==> src/rtl/oh_round_seq.sv <==
// One-hot AES round sequencer: initial key add, 10/12/14 rounds, output stage.
// A complemented shadow register and invariant checks raise a sticky alarm that locks it idle.
//   state      | meaning
//   all-zero   | idle, ready for a start
//   bit 0      | initial AddRoundKey
//   bit 1..R   | rounds 1..R, bit R is the final round (last_o, MixColumns bypass)
//   bit NST-1  | output stage (done_o), may overlap with the next start
//   alarm      | forced idle, starts and aborts ignored until reset
module oh_round_seq #(
  parameter int MAX_ROUNDS = 14,
  parameter int NST        = MAX_ROUNDS + 2
) (
  input  logic           clk_i,
  input  logic           arst_ni,
  input  logic           start_i,
  input  logic [1:0]     mode_i,
  input  logic           abort_i,
  output logic [NST-1:0] stage_o,
  output logic           last_o,
  output logic           done_o,
  output logic           ready_o,
  output logic           busy_o,
  output logic           cfg_err_o,
  output logic           alarm_o
);
  localparam int IW = $clog2(NST);
  localparam logic [NST-1:0] ONE = {{(NST-1){1'b0}}, 1'b1};
  localparam logic [NST-1:0] OUT = {1'b1, {(NST-1){1'b0}}};

  logic [NST-1:0] stage_q, stage_d, shadow_q;
  logic [1:0]     mode_q, mode_d;
  logic           alarm_q, alarm_d, cfg_err_q, cfg_err_d;
  logic [IW-1:0]  rounds;
  logic           idle, done, ready, req, fault, range_err;

  // Round counts above MAX_ROUNDS are rejected like the reserved encoding.
  function automatic logic mode_ok(input logic [1:0] m);
    case (m)
      2'd0:    mode_ok = 1'b1;
      2'd1:    mode_ok = (MAX_ROUNDS >= 12);
      2'd2:    mode_ok = (MAX_ROUNDS >= 14);
      default: mode_ok = 1'b0;
    endcase
  endfunction

  always_comb begin
    case (mode_q)
      2'd1:    rounds = (MAX_ROUNDS >= 12) ? IW'(12) : IW'(10);
      2'd2:    rounds = (MAX_ROUNDS >= 14) ? IW'(14) : IW'(10);
      default: rounds = IW'(10);
    endcase
  end

  always_comb begin
    range_err = 1'b0;
    for (int k = 0; k < NST - 1; k++) begin
      if (stage_q[k] && (k > int'(rounds))) range_err = 1'b1;
    end
  end

  assign fault = (stage_q != ~shadow_q)
              || ((stage_q & (stage_q - ONE)) != '0)
              || range_err
              || !mode_ok(mode_q);

  assign idle  = (stage_q == '0);
  assign done  = stage_q[NST-1];
  assign ready = (idle || done) && !alarm_q;
  assign req   = ready && start_i && !abort_i;

  always_comb begin
    stage_d   = '0;
    mode_d    = mode_q;
    alarm_d   = alarm_q || fault;
    cfg_err_d = 1'b0;
    if (!(alarm_q || fault) && !abort_i) begin
      if (req && mode_ok(mode_i)) begin
        stage_d = ONE;
        mode_d  = mode_i;
      end else begin
        cfg_err_d = req;
        // The final round jumps straight to the output slot, skipping unused round bits.
        if (!idle && !done) stage_d = stage_q[rounds] ? OUT : (stage_q << 1);
      end
    end
  end

  always_ff @(posedge clk_i or negedge arst_ni) begin
    if (!arst_ni) begin
      stage_q   <= '0;
      shadow_q  <= '1;
      mode_q    <= 2'd0;
      alarm_q   <= 1'b0;
      cfg_err_q <= 1'b0;
    end else begin
      stage_q   <= stage_d;
      shadow_q  <= ~stage_d;
      mode_q    <= mode_d;
      alarm_q   <= alarm_d;
      cfg_err_q <= cfg_err_d;
    end
  end

  assign stage_o   = stage_q;
  assign last_o    = stage_q[rounds];
  assign done_o    = done;
  assign ready_o   = ready;
  assign busy_o    = |stage_q[NST-2:0];
  assign cfg_err_o = cfg_err_q;
  assign alarm_o   = alarm_q;

endmodule

==> config.mk <==
export PLATFORM = sky130hd
export DESIGN_NAME = oh_round_seq
export DESIGN_NICKNAME = d
export VERILOG_FILES = /design/src/rtl/oh_round_seq.sv
export SDC_FILE = /design/constraint.sdc
export NUM_CORES = 1
export LEC_CHECK = 0
export CORE_ASPECT_RATIO = 0.6
export CORE_UTILIZATION = 53
export DETAILED_ROUTE_END_ITERATION = 7
export PLACE_DENSITY = 0.79
export SLEW_MARGIN = 20
export SYNTH_ARGS = -nofsm -noshare
export SYNTH_HDL_FRONTEND = slang
export SYNTH_SLANG_ARGS = --single-unit
==> constraint.sdc <==
create_clock -name clk_i -period 2.7 [get_ports clk_i]
set_clock_uncertainty 0.15 [all_clocks]
set_input_delay 0.27 -clock clk_i [delete_from_list [all_inputs] [get_ports clk_i]]
set_output_delay 0.27 -clock clk_i [all_outputs]
set_load 0.005 [all_outputs]
# After elaboration in Yosys (flattened, before gate mapping)
# Index checks and enable logic that the tools add are counted.
dict set report totals {
  regBits 36
  input_bits 6
  output_inout_bits 22
  elab_cells 94
}
dict set report classes {
  n_addsub 1
  n_lt_le_gt_ge 15
  n_eq_ne 5
  muxes 26
  bitwise_logic 3
  reduce_logical 39
}
# op count
set op_table {}
lappend op_table {{$mux W16} 4}
lappend op_table {{$not A16 Y16} 2}
lappend op_table {{$gt A4 B4 Y1 const A} 7}
lappend op_table {{$logic_and A1 B1 Y1} 20}
lappend op_table {{$mux W1} 20}
lappend op_table {{$and A16 B16 Y16} 1}
lappend op_table {{$gt A3 B4 Y1 const A} 4}
lappend op_table {{$logic_not A16 Y1} 1}
lappend op_table {{$ne A16 B16 Y1} 1}
lappend op_table {{$reduce_bool A16 Y1} 1}
lappend op_table {{$sub A16 B1 Y16 const B} 1}
lappend op_table {{$reduce_or A15 Y1} 1}
lappend op_table {{$gt A2 B4 Y1 const A} 2}
lappend op_table {{$logic_not A1 Y1} 6}
lappend op_table {{$pmux W3 S2} 1}
lappend op_table {{$reduce_or A3 Y1} 2}
lappend op_table {{$logic_or A1 B1 Y1} 5}
lappend op_table {{$lt A4 B5 Y1 const B} 1}
lappend op_table {{$bmux W1 S4} 1}
lappend op_table {{$eq A2 B1 Y1 const B} 2}
lappend op_table {{$eq A2 B2 Y1 const B} 2}
lappend op_table {{$gt A1 B4 Y1 const A} 1}
lappend op_table {{$logic_not A2 Y1} 2}
lappend op_table {{$reduce_and A2 Y1} 1}

# Logic depth before layout (Yosys ltp)
dict set report depth {
  depth_word 28
  ltp_mapped 8
  ltp_nobuf 7
}

# Least setup slack after synthesis
# Ideal clock, no wire load.
dict set report synth_timing {
  path_type {register to output}
  from {register stage_q[10], in the netlist stage_o[10]}
  to {output port ready_o}
  t_arrival_ps 1880
  required_time_ps 2280
  path_slack_ps 400
  path_stages_with_launch 6
  path_buffers 1
  path_cell_list {dfrtp_1 or3_1 or4_1 o21bai_2 buf_2 nor2b_1}
}
dict set report synth_via {
  elab_chain_cells 3
}
# item line
set synth_lines {}
lappend synth_lines {{from (decl)} 30} ;# logic [NST-1:0] stage_q, stage_d, shadow_q;
lappend synth_lines {{from (signal assigned)} 96} ;# stage_q <= stage_d;
lappend synth_lines {{$logic_not A16 Y1} 66} ;# assign idle = (stage_q == '0);
lappend synth_lines {{$logic_or A1 B1 Y1} 68} ;# assign ready = (idle || done) && !alarm_q;
lappend synth_lines {{$logic_and A1 B1 Y1} 68}
lappend synth_lines {{to (decl)} 21} ;# output logic ready_o,
# Every way passes these cells.

# Final worst setup path
dict set report layout_timing {
  from {register stage_q[1], in the netlist stage_o[1]}
  to {output port busy_o}
}
dict set report layout_via {
  elab_chain_cells 1
}
# item line
set layout_lines {}
lappend layout_lines {{$reduce_or A15 Y1} 108} ;# assign busy_o = |stage_q[NST-2:0];
lappend layout_lines {{to (decl)} 22} ;# output logic busy_o,
# Every way passes these cells.

==> impl_metrics.csv <==
group,metric,value,unit
finish,n_antenna_cell,0,
detailed_routing,ant_nets,0,
floorplan,die_w,77.9,um
floorplan,num_io_pins,28,
sta,finalCriticalPeriod,2.62,ns
critical_path,end_kind,"output pin",
finish,n_fill_cell,248,
clock_network,tritoncts,"yes",
sta,setup_slack,0.0753,ns
detailed_routing,drc_errors,0,
logic_synthesis,ys_warn_count,0,
global_routing,track_usage,28.3,%
global_routing,grt_antenna_before_repair,0,
global_routing,gr-total-overflow,0,
detailed_routing,first_iter_violations,117,
placed_design,pre_cts_ws,0.158,ns
placed_design,postPlaceCellArea,2190,sq um
detailed_routing,num_vias,1596,
logic_synthesis,synth_top_area_cell,"dfrtp_1",
finish,nets,220,
sta,hold_viol,0,
detailed_routing,via_per_inst,6.21,
critical_path,critPathKind,"reg2out",
floorplan,core-area,3280,sq um
logic_synthesis,ys_seq_area_share,50.3,%
global_routing,grt_max_degree,37,
sta,setup_viol,0,
floorplan,start_util,55.8,%
logic_synthesis,syn_avg_cell_area,10.6,sq um
floorplan,die_h,47.5,um
sta,fmax,381,MHz
logic_synthesis,ys_ff_latch,36,
floorplan,num_rows,16,
clock_network,cts_root_buffer,"clkbuf_8",
sta,period_share,97.2,%
logic_synthesis,ys_types,39,
critical_path,max_stage_delay,0.49,ns
clock_network,clkTransAtPathRegs,0.07,ns
clock_network,cts_inserted_buffers,5,
detailed_routing,totalWireLength,4810,um
placed_design,dp.cells,248,
critical_path,arrival,2.20,ns
finish,ff_latch_area,921,sq um
finish,drive_gt1_share,21.7,%
critical_path,worst_ep_required_time,2.28,ns
global_routing,grt_pass1_vias,1530,
sta,timing.slew.headroom,65.5,%
clock_network,ctsHtreeMaxLevel,2,
global_routing,grt_pass1_wl,7530,um
logic_synthesis,synth_top_area_share,27.3,%
finish,fin_area,2320,sq um
critical_path,worstPathCellList,"nor4_2 -> nand3_1 -> or2_2 -> dlygate4sd2_1",
logic_synthesis,syn-cell-area,1830,sq um
finish,multi_input_area,861,sq um
pwr,power.density,423,nW/um^2
placed_design,port_buffers,27,
sta,worst_pin_slew,0.514,ns
sta,tns,0,ns
critical_path,crit_fanout,7,
critical_path,start_kind,"register",
pwr,p_leak,0.982,nW
critical_path,cpMaxStageDelayCell,"dfrtp_1",
clock_network,cts_buffer_depth,2,
sta,whs,0.244,ns
run,cap_violations,0,
placed_design,gp_congestion,0.865,
floorplan,dieArea,3700,sq um
placed_design,dp_hpwl,3170,um
finish,area_growth,26.8,%
sta,rsz0062_at_grt,"no",
detailed_routing,dr.pass1.iters,4,
sta,finalMaxSlewViolations,0,
logic_synthesis,synth_cells,173,
logic_synthesis,synth_area_leaders,"dfrtp_1 27%, dfstp_2 23%, nor4b_1 6.2%, and3_1 5.1%, nand3_1 4.9%",
hold_path,hold_path_class,"in2async",
detailed_routing,wl_per_cell,18.7,um
logic_synthesis,syn_nets,182,
finish,final_cells,257,
pwr,ir_worst_vdd,0.295,mV
clock_network,clock_latency,0.29,ns
outcome,status,"finished, final reports clean",
clock_network,cts_sinks,36,
-- area by class of cell --
type / instances / area share [%]
Multi-Input combinational cell: 124 / 37.1
Timing Repair Buffer: 41 / 16.1
Sequential cell: 36 / 39.7
Tap cell: 45 / 2.42
Inverter: 3 / 0.485
Clock buffer: 8 / 4.31
-- where the power goes --
part | leakage (nW) | internal (mW) | switching [mW] | total [mW]
Sequential | 0.432 | 0.541 | 0 | 0.541
Combinational | 0.498 | 0.00908 | 0.0166 | 0.0257
Clock | 0.0515 | 0.233 | 0.183 | 0.416
-- routing by layer --
layer	track usage [%]	vias up	wire length [um]
met1	37.1	793	2050
li1	-	711	-
met2	46.5	78	2290
met3	7.24	14	357
met4	11.9	0	107
met5	0	-	0
-- final timing paths --
check,start,endpoint,slack (ns),cells after the start
worst min register to register,mode_q[1],mode_q[1],0.46,2
max in group asynchronous,arst_ni,shadow_q[8],1.81,2
worst max register to register,stage_o[3],stage_o[2],0.12,5
min in group clk_i,mode_q[1],mode_q[1],0.46,2
worst min-delay path,arst_ni,stage_o[1],0.24,2
worst max-delay path,stage_o[1],busy_o,0.08,4
-- placed cells by master, fill, tap and decap left out, drive strengths merged, types with 3 or more instances in the layout --
master and instances:
a211oi 4, a21oi 7, and3 15, buf 14
clkbuf 8, clkdlybuf4s50 25, dfrtp 20, dfstp 16
ha 3, inv 3, nand2 9, nand3 18
nand4 3, nor2 6, nor3 6, nor3b 3
nor4 4, nor4b 13, xor2 10
-- repair_timing --
| item | CTS | global route |
|---|---|---|
| gates resized for setup | 6 | 0 |
| setup endpoints to repair | 2 | 0 |
| buffers inserted | 1 | 0 |
| hold buffers | 0 | 0 |
-- registers in the layout, indices dropped and copies added, names as in the netlist --
name       flops
cfg_err_o      1
mode_q         2
stage_o       16
alarm_o        1
shadow_q      16
-- kinds of logic after synthesis --
kind of cell	share of synthesized area (%)
muxes	1.23
xor gates and xnor gates	4.78
and+or+nand+nor	30.0
adders and majority gates	2.05
buffers and inverters	3.96
AOI/OAI and AO/OA	7.72
DFF	50.3
-- per-stage QoR --
step / utilization [%] / total power, mW
2_1_floorplan: - / 0.553
3_3_place_gp: 66.8 / 0.575
3_5_place_dp: 66.8 / 0.576
4_1_cts: 70.7 / 0.987
5_1_grt: 70.7 / 1.01
6_report: 70.7 / 0.982
-- synthesized netlist by cell type, drive strengths merged --
cell / n
a211o: 1
a211oi: 4
a21boi: 2
a21oi: 7
and3: 15
and4: 1
buf: 6
clkbuf: 4
dfrtp: 20
dfstp: 16
ha: 3
inv: 3
mux4: 1
nand2: 9
nand2b: 2
nand3: 18
nand3b: 2
nand4: 3
nor2: 6
nor2b: 1
nor3: 6
nor3b: 3
nor4: 4
nor4b: 13
o2111ai: 2
o21ai: 2
o21bai: 1
o22a: 1
or2: 1
or3: 2
or3b: 2
or4: 1
or4b: 1
xor2: 10
-- worst max-delay path: cells and delay by family, from the launching register on --
| family | cells | cell delay [ns] |
|---|---|---|
| and+or+nand+nor | 3 | 1.16 |
| buffers and inverters | 1 | 0.27 |
| DFF | 1 | 0.49 |
(Power assumes the default switching activity.)
